`src/rtl/mips_pkg.sv`:
```
// Shared MIPS pipeline definitions: opcodes, funct codes, ALU control encodings
// and the decoder control bundle.
package mips_pkg;

    localparam logic [5:0] OP_RTYPE = 6'b000000;
    localparam logic [5:0] OP_LW    = 6'b100011;
    localparam logic [5:0] OP_SW    = 6'b101011;
    localparam logic [5:0] OP_BEQ   = 6'b000100;
    localparam logic [31:0] NOP     = 32'h0000_0000;

    localparam logic [5:0] FN_ADD = 6'b100000;
    localparam logic [5:0] FN_SUB = 6'b100010;
    localparam logic [5:0] FN_AND = 6'b100100;
    localparam logic [5:0] FN_OR  = 6'b100101;
    localparam logic [5:0] FN_SLT = 6'b101010;

    typedef enum logic [3:0] {
        ALU_AND = 4'b0000,
        ALU_OR  = 4'b0001,
        ALU_ADD = 4'b0010,
        ALU_SUB = 4'b0110,
        ALU_SLT = 4'b0111,
        ALU_ILL = 4'b1111
    } alu_ctrl_e;

    typedef struct packed {
        logic       reg_write;
        logic       mem_to_reg;
        logic       branch;
        logic       mem_read;
        logic       mem_write;
        logic       reg_dst;
        logic [1:0] alu_op;
        logic       alu_src;
    } ctrl_t;

endpackage

```
`src/rtl/alu_ctrl_dec.sv`:
```
// ALU control decoder: maps the decoder ALU class and R-type funct field to the
// 4-bit ALU operation; unknown R-type functs decode as ALU_ILL.
module alu_ctrl_dec
    import mips_pkg::*;
(
    input  logic [1:0] alu_op,
    input  logic [5:0] funct,
    output logic [3:0] alu_ctrl
);

    always_comb begin
        alu_ctrl = ALU_ADD;
        unique case (alu_op)
            2'b00: alu_ctrl = ALU_ADD;
            2'b01: alu_ctrl = ALU_SUB;
            2'b11: alu_ctrl = ALU_ADD;
            2'b10: begin
                unique case (funct)
                    FN_ADD:  alu_ctrl = ALU_ADD;
                    FN_SUB:  alu_ctrl = ALU_SUB;
                    FN_AND:  alu_ctrl = ALU_AND;
                    FN_OR:   alu_ctrl = ALU_OR;
                    FN_SLT:  alu_ctrl = ALU_SLT;
                    default: alu_ctrl = ALU_ILL;
                endcase
            end
            default: alu_ctrl = ALU_ADD;
        endcase
    end

endmodule

```
`src/rtl/id_ex_stage.sv`:
```
// ID/EX pipeline register with ALU control generation, load-use hazard
// detection and bubble insertion on stall, flush or illegal ALU operation.
module id_ex_stage
    import mips_pkg::*;
#(
    parameter int DW = 32,
    parameter int RW = 5
) (
    input  logic          clk,
    input  logic          rst_n,
    input  logic [31:0]   Instruction_ID,
    input  logic          RegWrite_ID,
    input  logic          MemtoReg_ID,
    input  logic          Branch_ID,
    input  logic          MemRead_ID,
    input  logic          MemWrite_ID,
    input  logic          RegDst_ID,
    input  logic [1:0]    ALUOp_ID,
    input  logic          ALUSrc_ID,
    input  logic [DW-1:0] ReadData1_ID,
    input  logic [DW-1:0] ReadData2_ID,
    input  logic [DW-1:0] SignExt_ID,
    input  logic [DW-1:0] PCPlus4_ID,
    input  logic          Flush_ID,
    output logic          RegWrite_EX,
    output logic          MemtoReg_EX,
    output logic          Branch_EX,
    output logic          MemRead_EX,
    output logic          MemWrite_EX,
    output logic          ALUSrc_EX,
    output logic [3:0]    ALUCtrl_EX,
    output logic [DW-1:0] ReadData1_EX,
    output logic [DW-1:0] ReadData2_EX,
    output logic [DW-1:0] SignExt_EX,
    output logic [DW-1:0] PCPlus4_EX,
    output logic [RW-1:0] Rs_EX,
    output logic [RW-1:0] Rt_EX,
    output logic [RW-1:0] WriteReg_EX,
    output logic          Stall_ID,
    output logic          PCWrite,
    output logic          IFIDWrite
);

    ctrl_t         ctrl_id;
    ctrl_t         ctrl_d;
    logic [3:0]    alu_ctrl_id;
    logic [3:0]    alu_ctrl_d;
    logic [RW-1:0] rs_id, rt_id, rd_id;
    logic [RW-1:0] write_reg_d;
    logic          bubble;

    assign ctrl_id = '{reg_write:  RegWrite_ID,
                       mem_to_reg: MemtoReg_ID,
                       branch:     Branch_ID,
                       mem_read:   MemRead_ID,
                       mem_write:  MemWrite_ID,
                       reg_dst:    RegDst_ID,
                       alu_op:     ALUOp_ID,
                       alu_src:    ALUSrc_ID};

    assign rs_id = RW'(Instruction_ID[25:21]);
    assign rt_id = RW'(Instruction_ID[20:16]);
    assign rd_id = RW'(Instruction_ID[15:11]);

    alu_ctrl_dec u_alu_ctrl_dec (
        .alu_op   (ctrl_id.alu_op),
        .funct    (Instruction_ID[5:0]),
        .alu_ctrl (alu_ctrl_id)
    );

    // A taken branch kills the dependent instruction, so the stall is moot.
    assign Stall_ID  = MemRead_EX & (Rt_EX != '0) &
                       ((Rt_EX == rs_id) | (Rt_EX == rt_id)) & ~Flush_ID;
    assign PCWrite   = ~Stall_ID;
    assign IFIDWrite = ~Stall_ID;
    assign bubble    = Stall_ID | Flush_ID | (alu_ctrl_id == ALU_ILL);

    // RegDst/MemtoReg may be X when RegWrite is low; gate them so X never loads.
    always_comb begin
        ctrl_d      = '0;
        alu_ctrl_d  = ALU_ADD;
        write_reg_d = '0;
        if (!bubble) begin
            ctrl_d     = ctrl_id;
            alu_ctrl_d = alu_ctrl_id;
            if (!ctrl_id.reg_write) begin
                ctrl_d.mem_to_reg = 1'b0;
            end else begin
                write_reg_d = ctrl_id.reg_dst ? rd_id : rt_id;
            end
        end
    end

    always_ff @(posedge clk or negedge rst_n) begin
        if (!rst_n) begin
            RegWrite_EX  <= 1'b0;
            MemtoReg_EX  <= 1'b0;
            Branch_EX    <= 1'b0;
            MemRead_EX   <= 1'b0;
            MemWrite_EX  <= 1'b0;
            ALUSrc_EX    <= 1'b0;
            ALUCtrl_EX   <= ALU_ADD;
            ReadData1_EX <= '0;
            ReadData2_EX <= '0;
            SignExt_EX   <= '0;
            PCPlus4_EX   <= '0;
            Rs_EX        <= '0;
            Rt_EX        <= '0;
            WriteReg_EX  <= '0;
        end else begin
            RegWrite_EX  <= ctrl_d.reg_write;
            MemtoReg_EX  <= ctrl_d.mem_to_reg;
            Branch_EX    <= ctrl_d.branch;
            MemRead_EX   <= ctrl_d.mem_read;
            MemWrite_EX  <= ctrl_d.mem_write;
            ALUSrc_EX    <= ctrl_d.alu_src;
            ALUCtrl_EX   <= alu_ctrl_d;
            ReadData1_EX <= ReadData1_ID;
            ReadData2_EX <= ReadData2_ID;
            SignExt_EX   <= SignExt_ID;
            PCPlus4_EX   <= PCPlus4_ID;
            Rs_EX        <= rs_id;
            Rt_EX        <= rt_id;
            WriteReg_EX  <= write_reg_d;
        end
    end

endmodule

```
`config.mk`:
```
export PLATFORM = sky130hd
export DESIGN_NAME = id_ex_stage
export DESIGN_NICKNAME = d
export VERILOG_FILES = /design/src/rtl/mips_pkg.sv /design/src/rtl/alu_ctrl_dec.sv /design/src/rtl/id_ex_stage.sv
export SDC_FILE = /design/constraint.sdc
export NUM_CORES = 1
export LEC_CHECK = 0
export CORE_MARGIN = 4
export CORE_UTILIZATION = 25
export CTS_CLUSTER_DIAMETER = 50
export DETAILED_ROUTE_END_ITERATION = 8
export GPL_ROUTABILITY_DRIVEN = 0
export PLACE_DENSITY_LB_ADDON = 0.08
export SYNTH_ARGS = -nofsm -noshare
export SYNTH_HDL_FRONTEND = slang
export SYNTH_HIERARCHICAL = 1
export SYNTH_SLANG_ARGS = --single-unit
```
`constraint.sdc`:
```
create_clock -name clk -period 3.2 [get_ports clk]
set_clock_uncertainty 0.15 [all_clocks]
set_input_delay 0.8 -clock clk [delete_from_list [all_inputs] [get_ports clk]]
set_output_delay 0.8 -clock clk [all_outputs]
set_load 0.05 [all_outputs]
```
Word-level counts from Yosys, hierarchy flattened
Cells that the tools add are included.
{"block": "totals", "regBits": 153, "in_bits": 172, "out_inout_bits": 156, "wordCells": 44}
{"block": "classes", "eq_ne": 11, "n_mux": 8, "bitwise": 8, "reduce_logical": 3}
{"cell": "$eq 6x6->1 const B", "n": 5}
{"cell": "$pmux 4 s5", "n": 1}
{"cell": "$mux 5", "n": 3}
{"cell": "$pmux 4 s3", "n": 1}
{"cell": "$eq 5x5->1", "n": 2}
{"cell": "$mux 9", "n": 1}
{"cell": "$reduce_bool 5->1", "n": 1}
{"cell": "$eq 2x2->1 const B", "n": 2}
{"cell": "$eq 4x4->1 const B", "n": 1}
{"cell": "$mux 4", "n": 1}
{"cell": "$and 1x1->1", "n": 3}
{"cell": "$or 1x1->1", "n": 3}
{"cell": "$eq 2x1->1 const B", "n": 1}
{"cell": "$logic_not 2->1", "n": 1}
{"cell": "$not 1->1", "n": 2}
{"cell": "$reduce_or 2->1", "n": 1}
{"cell": "$mux 1", "n": 1}

Longest topological paths before layout
Gate-level depths: netlist of run 1.
{"block": "depth", "ltp_word": 7, "mapped_depth": 8, "ltp_nobuf": 7}

By module
Netlist of run 1, hierarchy kept.
{"module": "id_ex_stage", "n_inst": 1, "cells_each": 214, "area_each_um2": 4250.3, "seq_area_each_um2": 3829.9}
{"module": "alu_ctrl_dec", "n_inst": 1, "cells_each": 18, "area_each_um2": 128.9, "seq_area_each_um2": 0.0}

Least setup slack after synthesis of run 1
No wires, ideal clock.
{"block": "synth_timing", "kind": "input -> output", "from": "input Instruction_ID[20]", "to": "output PCWrite", "t_arrival_ps": 2426, "required_time_ps": 2250, "path_slack_ps": -176, "stages": 6, "path_buffers": 2, "cell_sequence": "xnor2_1 nand3_1 o22ai_1 buf_2 nand3b_1 buf_4"}
{"block": "synth_between", "elab_chain_cells": 5}
{"item": "from (decl)", "line": "id_ex_stage.sv:11", "rtl": "input logic [31:0] Instruction_ID,"}
{"item": "$eq 5x5->1", "line": "id_ex_stage.sv:73", "rtl": "((Rt_EX == rs_id) | (Rt_EX == rt_id)) & ~Flush_ID;"}
{"item": "$or 1x1->1", "line": "id_ex_stage.sv:73"}
{"item": "$and 1x1->1", "line": "id_ex_stage.sv:72", "rtl": "assign Stall_ID = MemRead_EX & (Rt_EX != '0) &"}
{"item": "$and 1x1->1", "line": "id_ex_stage.sv:73"}
{"item": "$not 1->1"}
{"item": "to (decl)", "line": "id_ex_stage.sv:40", "rtl": "output logic PCWrite,"}
No other way between the ends.

Worst setup path in the final report of run 1
{"block": "layout_timing", "from": "register Rt_EX[3]", "to": "output Stall_ID"}
{"block": "layout_between", "elab_chain_cells": 4, "elab_cells_between_ends": 7, "classes_between": "2 x eq/ne; 4 x bitwise; 1 x reduce/logical"}
{"item": "from (decl)", "line": "id_ex_stage.sv:37", "rtl": "output logic [RW-1:0] Rt_EX,"}
{"item": "from (signal assigned)", "line": "id_ex_stage.sv:123", "rtl": "Rt_EX <= rt_id;"}
{"item": "$eq 5x5->1 / $reduce_bool 5->1 (equally long branches)", "line": "id_ex_stage.sv:73, id_ex_stage.sv:72"}
{"item": "$or 1x1->1 / $and 1x1->1 (equally long branches)", "line": "id_ex_stage.sv:73, id_ex_stage.sv:72"}
{"item": "$and 1x1->1 *", "line": "id_ex_stage.sv:72"}
{"item": "$and 1x1->1 *", "line": "id_ex_stage.sv:73"}
{"item": "to (decl)", "line": "id_ex_stage.sv:39", "rtl": "output logic Stall_ID,"}
Mark *: on every way between the ends. The rest lies on a longest branch, timed or not.

==> reports/qor.json, run 1 <==
{
  "timing": {
    "post_route_setup_slack_ns": 0.1766,
    "final.period_utilization": 0.9448,
    "setup_repair_after_global_routing_missed_its_margin": "false",
    "timing_hold_violations_final": 0,
    "final-max-slew-violation-count": 0,
    "clock.fmax_mhz": 330.8,
    "fin_tns_setup_ns": 0,
    "hold-worst-slack_ns": 0.2158,
    "timing.final.crit_period_ns": 3.023,
    "timing.slew.headroom": 0.5942,
    "setup_violations": 0,
    "worst_tran_pin_value_ns": 0.6068
  },
  "setup_path": {
    "max_fo_critical_path": 17,
    "critical_path.reg2reg.startpoint": "Rt_EX[3]",
    "rr_worst_depth": 3,
    "worst_r2r_endpoint": "ALUCtrl_EX[1]",
    "crit_arrival_ns": 2.07,
    "worstPathRequired_ns": 2.25,
    "crit_path_start_kind": "register",
    "cp-end-kind": "output pin",
    "critical_path_class": "register to output pin",
    "critPathCapture": "Stall_ID",
    "regToRegSetupSlack_ns": 1.41,
    "critical_path_start": "Rt_EX[3]"
  },
  "layout": {
    "final_layout_size_suffix_gt1_frac": 0.09589,
    "nets": 745,
    "core_utilization_of_the_finished_layout": 0.4932,
    "combined_area_of_the_multi_input_logic_cells_um2": 516.7,
    "syn_to_final_growth_pct": 94.14,
    "final_area_um2": 8502,
    "finalNonFillerCells": 811,
    "regArea_um2": 3830,
    "final.fill_count": 1494
  },
  "floorplanning": {
    "initial_utilization": 0.2541,
    "top_level_i_o_count": 328,
    "dieArea_um2": 19700,
    "placementRows": 48,
    "die_h_um": 140.4,
    "core_um2": 17240,
    "die_x_um": 140.4
  },
  "power_and_ir_drop": {
    "power_switching_share": 0.2817,
    "clockPowerShare": 0.393,
    "net-switching-power_mw": 1.371,
    "power_density_nw_per_um2": 572.3,
    "internal_power_mw": 3.495,
    "power_frac_comb": 0.183,
    "irDropWorstVdd_mv": 0.3359,
    "share_seq_of_total_power": 0.424,
    "design_power_mw": 4.866,
    "leak_pwr_nw": 3.620
  },
  "routing": {
    "first_iter_violations": 95,
    "drt-total-wl_mm": 14.71,
    "drt-vias-per-instance": 3.869,
    "final_routed_drc_violation_total": 0,
    "detail-route-antenna-nets": 0,
    "detail_route.wl_per_cell_um": 18.14,
    "drt-pass1-iter-count": 4,
    "route.vias.total": 3138
  },
  "clock_network": {
    "cts_post_setup_buffers_inserted": 0,
    "clock_path_buffers": 2,
    "clk_latency_ns": 0.41,
    "cts-buffers-inserted": 17,
    "clk_transition_reported_paths_ns": 0.06,
    "cts_tree": "yes",
    "cts_sinks": 153,
    "cts.htree.levels": 4,
    "clockRootBuffer": "sky130_fd_sc_hd__clkbuf_16"
  },
  "synth": {
    "yosys_register_bits": 153,
    "syn-num-nets": 406,
    "ys.warnings.count": 6,
    "synth_area_per_cell_um2": 18.88,
    "ys.flop_type": "sky130_fd_sc_hd__dfrtp_1",
    "synth_async_sr_flop_share": 1.000,
    "synthCells": 232,
    "synth_sequential_area_ratio": 0.8746,
    "synth_enable_flop_cells": 0,
    "synth_cell_types": 28,
    "synth_area_um2": 4379
  },
  "flow_run": {
    "maxCapViolCount": 0
  },
  "placement": {
    "dp_cells": 777,
    "port-buffer-count": 316,
    "post-place-ws_ns": -0.04305,
    "post-dp-hpwl_mm": 11.87,
    "placement.cell_area_um2": 7901
  },
  "global_routing": {
    "grt.total_usage": 0.1506,
    "grt.overflow.total": 0,
    "grt_antenna_before_repair": 2,
    "first_global_vias": 3472,
    "grt_first_pass_wirelength_mm": 22.10,
    "grt_max_degree": 64
  },
  "status": {
    "run_status": "complete, no violations"
  },
  "worst_hold_path": {
    "hold_path.class": "input pin to asynchronous set/reset pin"
  }
}
placed cells by master (no fill, tap or decap), types with 4 or more instances in the layout:
cell                              instances
sky130_fd_sc_hd__clkdlybuf4s50_1        302
sky130_fd_sc_hd__dfrtp_1                152
sky130_fd_sc_hd__clkbuf_16               17
sky130_fd_sc_hd__a21oi_1                 14
sky130_fd_sc_hd__xnor2_1                 10
sky130_fd_sc_hd__nand3_1                  8
sky130_fd_sc_hd__nand3b_1                 8
sky130_fd_sc_hd__buf_4                    8
sky130_fd_sc_hd__dlymetal6s2s_1           7
sky130_fd_sc_hd__mux2_2                   5
sky130_fd_sc_hd__inv_6                    5
sky130_fd_sc_hd__nand2_1                  4
power groups by stage:
stage | clock [mW] | sequential [mW] | combinational, mW
floorplan | 0 | 2.46 | 0.0570
global placement | 0 | 2.10 | 0.900
detailed placement | 0 | 2.10 | 0.903
CTS | 1.98 | 2.06 | 0.906
global route | 2.06 | 2.07 | 0.933
finish | 1.91 | 2.06 | 0.891
sequential cells by signal, indices dropped and copies added (netlist names):
name / cells
Branch_EX: 1
ReadData2_EX: 32
ALUCtrl_EX: 4
MemWrite_EX: 1
Rs_EX: 5
RegWrite_EX: 1
PCPlus4_EX: 32
ALUSrc_EX: 1
ReadData1_EX: 32
SignExt_EX: 32
Rt_EX: 5
MemRead_EX: 1
WriteReg_EX: 5
MemtoReg_EX: 1
layer usage:
layer / GRT usage / share of wire / vias to the layer above
met5: 0 / 0 / -
met4: 0.06935 / 0.028 / 0
met3: 0.04848 / 0.076 / 21
met2: 0.2681 / 0.54 / 169
met1: 0.1620 / 0.36 / 1503
li1: - / - / 1445
worst max-delay path, cell delays in order (launching register included):
cell and delay, ns:
sky130_fd_sc_hd__dfrtp_1 0.42, sky130_fd_sc_hd__or4_1 0.56, sky130_fd_sc_hd__o21a_4 0.28, sky130_fd_sc_hd__and3b_2 0.25, sky130_fd_sc_hd__buf_12 0.15
cell type report:
| class | count | area share |
|---|---|---|
| repair buffers | 326 | 0.3870 |
| flip-flops and latches | 153 | 0.4505 |
| diodes | 2 | 0.0005887 |
| clock buffers | 18 | 0.05048 |
| inverters | 3 | 0.001325 |
| multi-input cells | 70 | 0.06078 |
| well taps | 225 | 0.03311 |
| clock inverters | 14 | 0.01619 |
kinds of logic (layout without fill, tap and decap cells):
kind of cell	Yosys count	in the layout	synth area share
AO/OA/AOI/OAI	21	21	0.03114
XOR/XNOR	10	10	0.02000
adder cells (fa/ha/maj)	2	2	0.005713
buffers and inverters	9	361	0.01057
flip-flops	153	153	0.8746
multiplexers	5	5	0.01286
other	0	2	0
AND/OR/NAND/NOR	32	32	0.04514
cell usage after synthesis, drive strengths merged, types with 2 or more instances:
master,number,share of area
dfrtp,152,0.87
a21oi,14,0.016
xnor2,10,0.020
nand3,8,0.0091
nand3b,8,0.014
mux2,5,0.013
nand2,4,0.0034
buf,3,0.0054
clkbuf,3,0.0026
inv,3,0.0026
nor2b,3,0.0043
a31oi,2,0.0029
ha,2,0.0057
nand2b,2,0.0029
nor2,2,0.0017
what timing repair did:
item                       in CTS  in global routing
pin swaps                       3                  6
setup endpoints to repair       3                  3
hold buffers                    0                  0
gates resized for setup         6                  7
cloned                          0                  0
worst min path at each step:
| stage | end | slack (ns) | cells after the start | startpoint |
|---|---|---|---|---|
| 5_1_grt | ReadData1_EX[4] | 0.27 | 1 | rst_n |
| 2_1_floorplan | ALUCtrl_EX[0] | 0.35 | 0 | rst_n |
| 4_1_cts | ReadData1_EX[4] | 0.24 | 1 | rst_n |
| 3_5_place_dp | ALUSrc_EX | 0.60 | 2 | MemRead_EX |
| 6_report | ReadData1_EX[4] | 0.22 | 1 | rst_n |
| 3_3_place_gp | WriteReg_EX[4] | 0.59 | 2 | MemRead_EX |
Power figures use the tool's default switching activity.
==> run 2, diff against run 1 <==
--- a/config.mk
+++ b/config.mk
@@ -7,10 +7,12 @@
 export LEC_CHECK = 0
 export CORE_MARGIN = 4
 export CORE_UTILIZATION = 25
+export CTS_BUF_LIST = sky130_fd_sc_hd__clkbuf_4
 export CTS_CLUSTER_DIAMETER = 50
 export DETAILED_ROUTE_END_ITERATION = 8
 export GPL_ROUTABILITY_DRIVEN = 0
 export PLACE_DENSITY_LB_ADDON = 0.08
+export SLEW_MARGIN = 25
 export SYNTH_ARGS = -nofsm -noshare
 export SYNTH_HDL_FRONTEND = slang
 export SYNTH_HIERARCHICAL = 1
==> run 2 against run 1 <==
Compared with the run above: sequential power about the same; global-route usage down 0.061 points; fmax down 1.4%.
==> reports/qor.json, run 2 (same netlist as run 1, synthesis figures left out) <==
{
  "routing": {
    "drt-total-wl": {"value": 14.77, "unit": "mm", "change": "+0.39%"},
    "drt-pass1-iter-count": {"value": 4, "change": "unchanged"},
    "drt-vias-per-instance": {"value": 3.867, "change": "about the same"},
    "route.vias.total": {"value": 3171, "change": "+1.1%"},
    "first_iter_violations": {"value": 83, "change": "-13%"},
    "final_routed_drc_violation_total": {"value": 0, "change": "unchanged"},
    "detail_route.wl_per_cell": {"value": 18.01, "unit": "um", "change": "-0.71%"},
    "detail-route-antenna-nets": {"value": 0, "change": "unchanged"}
  },
  "power_and_ir_drop": {
    "leak_pwr": {"value": 3.534, "unit": "nW", "change": "-2.4%"},
    "irDropWorstVdd": {"value": 0.1884, "unit": "mV", "change": "-44%"},
    "power_density": {"value": 496.0, "unit": "nW/um^2", "change": "-13%"}
  },
  "timing": {
    "post_route_setup_slack": {"value": 0.1339, "unit": "ns", "change": "-0.04275 ns"},
    "worst_tran_pin_value": {"value": 0.6108, "unit": "ns", "change": "+0.003938 ns"},
    "timing.final.crit_period": {"value": 3.066, "unit": "ns", "change": "+0.04275 ns"},
    "setup_violations": {"value": 0, "change": "unchanged"},
    "final-max-slew-violation-count": {"value": 0, "change": "unchanged"},
    "clock.fmax": {"value": 326.1, "unit": "MHz", "change": "-1.4%"},
    "final.period_utilization": {"value": 0.9582, "change": "+0.01336"},
    "timing_hold_violations_final": {"value": 0, "change": "unchanged"},
    "timing.slew.headroom": {"value": 0.5928, "change": "-0.001358"}
  },
  "placement": {
    "post-dp-hpwl": {"value": 11.87, "unit": "mm", "change": "unchanged"},
    "post-place-ws": {"value": -0.04305, "unit": "ns", "change": "unchanged"},
    "dp_cells": {"value": 777, "change": "unchanged"},
    "port-buffer-count": {"value": 316, "change": "unchanged"}
  },
  "floorplanning": {
    "dieArea": {"value": 19700, "unit": "um^2", "change": "unchanged"},
    "top_level_i_o_count": {"value": 328, "change": "unchanged"},
    "core": {"value": 17240, "unit": "um^2", "change": "unchanged"},
    "die_h": {"value": 140.4, "unit": "um", "change": "unchanged"},
    "initial_utilization": {"value": 0.2541, "change": "unchanged"},
    "die_x": {"value": 140.4, "unit": "um", "change": "unchanged"},
    "placementRows": {"value": 48, "change": "unchanged"}
  },
  "setup_path": {
    "worstPathRequired": {"value": 2.25, "unit": "ns", "change": "about the same"},
    "max_stage_delay_on_crit_path": {"value": 0.54, "unit": "ns", "change": "-0.02 ns"},
    "max_fo_critical_path": {"value": 7, "change": "-10"},
    "critical_path.n_buffers_inverters": {"value": 1, "change": "unchanged"},
    "cpMaxStageDelayCell": "sky130_fd_sc_hd__or4_4",
    "crit_path_cell_trace": "or4_4 -> o21a_4 -> and3b_2 -> buf_12",
    "critical_path_class": "register to output pin",
    "crit_arrival": {"value": 2.12, "unit": "ns", "change": "+0.05 ns"},
    "critical_path_start": "Rt_EX[3]",
    "critical_path.reg2reg.startpoint": "Rt_EX[3]",
    "cp-end-kind": "output pin",
    "top_cell_family_by_delay_on_the_critical_path": "simple AND/OR/NAND/NOR gates",
    "crit_path_start_kind": "register"
  },
  "layout": {
    "finalNonFillerCells": {"value": 820, "change": "+1.1%"},
    "final_layout_size_suffix_gt1_frac": {"value": 0.1115, "change": "+0.01560"},
    "core_utilization_of_the_finished_layout": {"value": 0.4800, "change": "-0.01321"},
    "syn_to_final_growth_pct": 88.94,
    "most_common_cell_after_layout_fill_and_taps_aside": "sky130_fd_sc_hd__clkdlybuf4s50_1",
    "layout.cells.most_common_list": "sky130_fd_sc_hd__clkdlybuf4s50_1, sky130_fd_sc_hd__dfrtp_1, sky130_fd_sc_hd__clkbuf_4",
    "nets": {"value": 753, "change": "+1.1%"}
  },
  "clock_network": {
    "cts.htree.levels": {"value": 4, "change": "unchanged"},
    "clk_transition_reported_paths": {"value": 0.14, "unit": "ns", "change": "+0.08 ns"},
    "clock_path_buffers": {"value": 2, "change": "unchanged"},
    "clockRootBuffer": "sky130_fd_sc_hd__clkbuf_4",
    "clk_latency": {"value": 0.53, "unit": "ns", "change": "+0.12 ns"},
    "cts-buffers-inserted": {"value": 17, "change": "unchanged"},
    "cts_tree": "yes",
    "cts_sinks": {"value": 153, "change": "unchanged"}
  },
  "global_routing": {
    "grt_antenna_before_repair": {"value": 3, "change": "+1"},
    "grt_max_degree": {"value": 64, "change": "unchanged"},
    "first_global_vias": {"value": 3473, "change": "+0.029%"},
    "grt.overflow.total": {"value": 0, "change": "unchanged"},
    "grt_first_pass_wirelength": {"value": 21.96, "unit": "mm", "change": "-0.66%"},
    "grt.total_usage": {"value": 0.1499, "change": "-0.0006128"}
  },
  "flow_run": {
    "maxCapViolCount": {"value": 0, "change": "unchanged"}
  },
  "status": {
    "run_status": "complete, no violations"
  },
  "worst_hold_path": {
    "hold_path.class": "input pin to asynchronous set/reset pin"
  }
}
[run 2: cell count changes in the layout (fill, tap and decap cells not counted), sizes merged]
cell,before,now
diode,2,3
buf,14,22
[run 2: metrics by stage]
| step | setup TNS (ns) | hold slack, ns | power, mW | area, um^2 |
|---|---|---|---|---|
| after detailed placement | -0.09473 | 0.5954 | 3.001 | 7901 |
| final | 0 | 0.07970 | 4.104 | 8274 |
| after global placement | -0.03545 | 0.5926 | 2.996 | 7901 |
| after global routing | -0.01070 | 0.07211 | 4.294 | 8274 |
| after floorplan | 0 | 0.3544 | 2.517 | 4392 |
| after CTS | 0 | 0.04396 | 4.176 | 8208 |
[run 2: area by class of cell]
| cell class | instances | area (um^2) |
|---|---|---|
| Timing Repair Buffer | 334 | 3351 |
| Multi-Input combinational cell | 70 | 520.5 |
| Clock inverter | 14 | 137.6 |
| Sequential cell | 153 | 3830 |
| Fill cell | 1521 | 8962 |
| Tap cell | 225 | 281.5 |
| Clock buffer | 18 | 135.1 |
| Antenna cell | 3 | 7.507 |
| Inverter | 3 | 11.26 |
[run 2: final timing paths]
check,cells past startpoint,slack (ns),endpoint
max,4,0.13,Stall_ID
min,1,0.08,ReadData1_EX[4]
max reg2reg,5,1.33,WriteReg_EX[0]
min reg2reg,2,0.54,MemtoReg_EX
max in group asynchronous,2,2.09,ReadData2_EX[14]
min in group clk,1,0.27,Rs_EX[1]
[run 2: routing by layer]
metal  track usage  routed length, um
met2        0.2699               8042
met5             0                  0
met1        0.1581               5259
met4       0.07241                379
met3       0.04712               1089
[run 2: where the power goes]
| part | switching (mW) | internal, mW |
|---|---|---|
| registers | 0.0280 | 2.03 |
| logic | 0.523 | 0.379 |
| clock network | 0.729 | 0.415 |
| total | 1.28 | 2.82 |
[run 2: worst reg2reg max path: cells and delay by family (launching register included)]
kind	cells	cell delay, ns
buf+inv	2	0.29
simple gates	1	0.54
compound gates	2	0.42
flops	1	0.41
[run 2: timing repair]
action / 4_1_cts / 5_1_grt
buffers inserted: 3 / 5
hold buffers: 0 / 0
endpoints found under the hold margin: 0 / 0
gates cloned: 0 / 0
gates resized for setup: 6 / 8
pin swaps: 3 / 7
setup endpoints to repair: 3 / 3
==> run 3, diff against run 2 <==
--- a/config.mk
+++ b/config.mk
@@ -12,6 +12,7 @@
 export DETAILED_ROUTE_END_ITERATION = 8
 export GPL_ROUTABILITY_DRIVEN = 0
 export PLACE_DENSITY_LB_ADDON = 0.08
+export SETUP_SLACK_MARGIN = 0.2
 export SLEW_MARGIN = 25
 export SYNTH_ARGS = -nofsm -noshare
 export SYNTH_HDL_FRONTEND = slang
==> run 3 against run 2 <==
Compared with the run above: final cell count fell by 1.1%; first-iteration DRC count fell by 40%; register-to-register slack got worse by 0.03 ns; flip-flop and latch count did not move; clock power fell by 5%; global-route usage fell by 0.24 points; largest cell class unchanged; sequential share of layout area rose by 0.11 points; combinational power barely moved; critical path type is now input pin to output pin; via count fell by 1.0%; worst setup slack improved by 0.034 ns; non-clock buffer count fell by 6.
==> reports/qor.json, run 3 (same netlist as run 1, synthesis figures left out) <==
{
  "timing": {
    "worst_tran_pin_value": {"value": 0.6855, "unit": "ns", "change": "+0.07467 ns"},
    "timing_hold_violations_final": {"value": 0, "change": "unchanged"},
    "final-max-slew-violation-count": {"value": 0, "change": "unchanged"},
    "timing.slew.headroom": {"value": 0.5430, "change": "-0.04978"},
    "clock.fmax": {"value": 329.8, "unit": "MHz", "change": "+1.1%"},
    "final.period_utilization": {"value": 0.9475, "change": "-0.01066"},
    "timing.final.crit_period": {"value": 3.032, "unit": "ns", "change": "-0.03411 ns"},
    "fin_tns_setup": {"value": 0, "unit": "ns", "change": "unchanged"},
    "setup_repair_after_global_routing_missed_its_margin": "true",
    "setup_violations": {"value": 0, "change": "unchanged"}
  },
  "placement": {
    "post-dp-hpwl": {"value": 11.59, "unit": "mm", "change": "-2.4%"},
    "port-buffer-count": {"value": 316, "change": "unchanged"}
  },
  "layout": {
    "most_common_cell_after_layout_fill_and_taps_aside": "sky130_fd_sc_hd__clkdlybuf4s50_1",
    "final_layout_size_suffix_gt1_frac": {"value": 0.1231, "change": "+0.01159"},
    "syn_to_final_growth_pct": 88.69,
    "nets": {"value": 747, "change": "-0.80%"},
    "layout.cells.most_common_list": "sky130_fd_sc_hd__clkdlybuf4s50_1, sky130_fd_sc_hd__dfrtp_1, sky130_fd_sc_hd__clkbuf_4"
  },
  "clock_network": {
    "cts.htree.levels": {"value": 4, "change": "unchanged"},
    "postCtsHoldBufs": {"value": 0, "change": "unchanged"},
    "clk_latency": {"value": 0.52, "unit": "ns", "change": "about the same"},
    "cts_tree": "yes",
    "cts_sinks": {"value": 153, "change": "unchanged"},
    "clock_path_buffers": {"value": 2, "change": "unchanged"},
    "clk_transition_reported_paths": {"value": 0.12, "unit": "ns", "change": "-0.02 ns"},
    "clockRootBuffer": "sky130_fd_sc_hd__clkbuf_4",
    "cts-buffers-inserted": {"value": 17, "change": "unchanged"}
  },
  "setup_path": {
    "top_cell_family_by_delay_on_the_critical_path": "buffers and inverters",
    "cpMaxStageDelayCell": "sky130_fd_sc_hd__clkdlybuf4s50_1",
    "crit_path_start_kind": "input pin",
    "max_stage_delay_on_crit_path": {"value": 0.52, "unit": "ns", "change": "-0.02 ns"},
    "critical_path.n_buffers_inverters": {"value": 2, "change": "+1"},
    "critical_path_class": "input pin to output pin",
    "max_fo_critical_path": {"value": 3, "change": "-4"},
    "crit_arrival": {"value": 2.08, "unit": "ns", "change": "-0.04 ns"},
    "cp-end-kind": "output pin",
    "crit_path_cell_trace": "clkdlybuf4s50_1 -> xnor2_2 -> nand3_2 -> o22ai_4 -> and3b_2 -> buf_12",
    "worstPathRequired": {"value": 2.25, "unit": "ns", "change": "about the same"}
  },
  "global_routing": {
    "grt_antenna_before_repair": {"value": 1, "change": "-2"},
    "grt.overflow.total": {"value": 0, "change": "unchanged"},
    "first_global_vias": {"value": 3358, "change": "-3.3%"},
    "grt_first_pass_wirelength": {"value": 21.66, "unit": "mm", "change": "-1.3%"},
    "grt.total_usage": {"value": 0.1475, "change": "-0.002412"},
    "grt_max_degree": {"value": 76, "change": "+19%"}
  },
  "routing": {
    "route.vias.total": {"value": 3138, "change": "-1.0%"},
    "first_iter_violations": {"value": 50, "change": "-40%"},
    "detail_route.wl_per_cell": {"value": 17.79, "unit": "um", "change": "-1.2%"},
    "drt-total-wl": {"value": 14.43, "unit": "mm", "change": "-2.3%"},
    "wl_met3": {"value": 1.229, "unit": "mm", "change": "+13%"},
    "drt-pass1-iter-count": {"value": 4, "change": "unchanged"},
    "top_metal_layer_carrying_routed_signals": "met4",
    "drt-vias-per-instance": {"value": 3.869, "change": "about the same"},
    "detail-route-antenna-nets": {"value": 0, "change": "unchanged"},
    "met2_wirelength": {"value": 7.614, "unit": "mm", "change": "-5.3%"},
    "met1_length": {"value": 5.253, "unit": "mm", "change": "-0.11%"},
    "final_routed_drc_violation_total": {"value": 0, "change": "unchanged"}
  },
  "floorplanning": {
    "initial_utilization": {"value": 0.2541, "change": "unchanged"},
    "core": {"value": 17240, "unit": "um^2", "change": "unchanged"},
    "die_h": {"value": 140.4, "unit": "um", "change": "unchanged"},
    "placementRows": {"value": 48, "change": "unchanged"},
    "dieArea": {"value": 19700, "unit": "um^2", "change": "unchanged"},
    "die_x": {"value": 140.4, "unit": "um", "change": "unchanged"},
    "top_level_i_o_count": {"value": 328, "change": "unchanged"}
  },
  "status": {
    "run_status": "complete, no violations"
  },
  "power_and_ir_drop": {
    "power_density": {"value": 489.8, "unit": "nW/um^2", "change": "-1.3%"},
    "leak_pwr": {"value": 3.512, "unit": "nW", "change": "-0.60%"},
    "irDropWorstVdd": {"value": 0.2185, "unit": "mV", "change": "+16%"},
    "design_power": {"value": 4.047, "unit": "mW", "change": "-1.4%"}
  },
  "worst_hold_path": {
    "hold_path.class": "input pin to asynchronous set/reset pin"
  },
  "flow_run": {
    "maxCapViolCount": {"value": 0, "change": "unchanged"}
  }
}
## run 3: area by class of cell
cell class / instances / area (um^2)
diodes: 1 / 2.502
clock buffers: 18 / 135.1
multi-input cells: 70 / 590.6
flip-flops and latches: 153 / 3834
fillers: 1498 / 8974
well taps: 225 / 281.5
inverters: 3 / 11.26
repair buffers: 328 / 3284
clock inverters: 13 / 123.9
## run 3: routing by layer
layer	vias to the layer above	global-route usage
li1	1450	-
met1	1498	0.1634
met2	170	0.2566
met3	20	0.05019
met4	0	0.06578
met5	-	0
## run 3: per-stage QoR
| step | hold slack, ns | utilization | cell area, um^2 | cells | worst slack [ns] |
|---|---|---|---|---|---|
| detailed placement | 0.5818 | 0.4612 | 7950 | 775 | 0.06916 |
| global route | 0.1520 | 0.4794 | 8263 | 811 | 0.06231 |
| CTS | 0.09991 | 0.4787 | 8250 | 810 | 0.08010 |
| floorplan | 0.3544 | - | 4472 | 232 | 0.07517 |
| finish | 0.1461 | 0.4794 | 8263 | 811 | 0.1680 |
| global placement | 0.5831 | 0.4612 | 7950 | 775 | 0.05252 |
## run 3: path summary, 6_finish.rpt
path / from / end / slack (ns) / cells past startpoint
worst max-delay path: Instruction_ID[25] / Stall_ID / 0.17 / 6
worst min-delay path: rst_n / Rs_EX[1] / 0.15 / 1
worst max register to register: Rt_EX[3] / ALUCtrl_EX[1] / 1.30 / 4
worst min register to register: MemRead_EX / Branch_EX / 0.48 / 2
max in group asynchronous: rst_n / ALUCtrl_EX[1] / 1.99 / 2
min in group clk: Instruction_ID[24] / Rs_EX[3] / 0.31 / 1
## run 3: power breakdown
group	switching, mW	total, mW	internal, mW
logic	0.526	0.904	0.378
clock network	0.685	1.08	0.398
registers	0.0291	2.06	2.03
total	1.24	4.05	2.81
## run 3: repair_timing
action                                  CTS  global route
pin swaps                                 2             4
buffers inserted                          4             0
resized for setup                         8             4
endpoints found under the hold margin     0             0
endpoints found under the setup margin    3             3
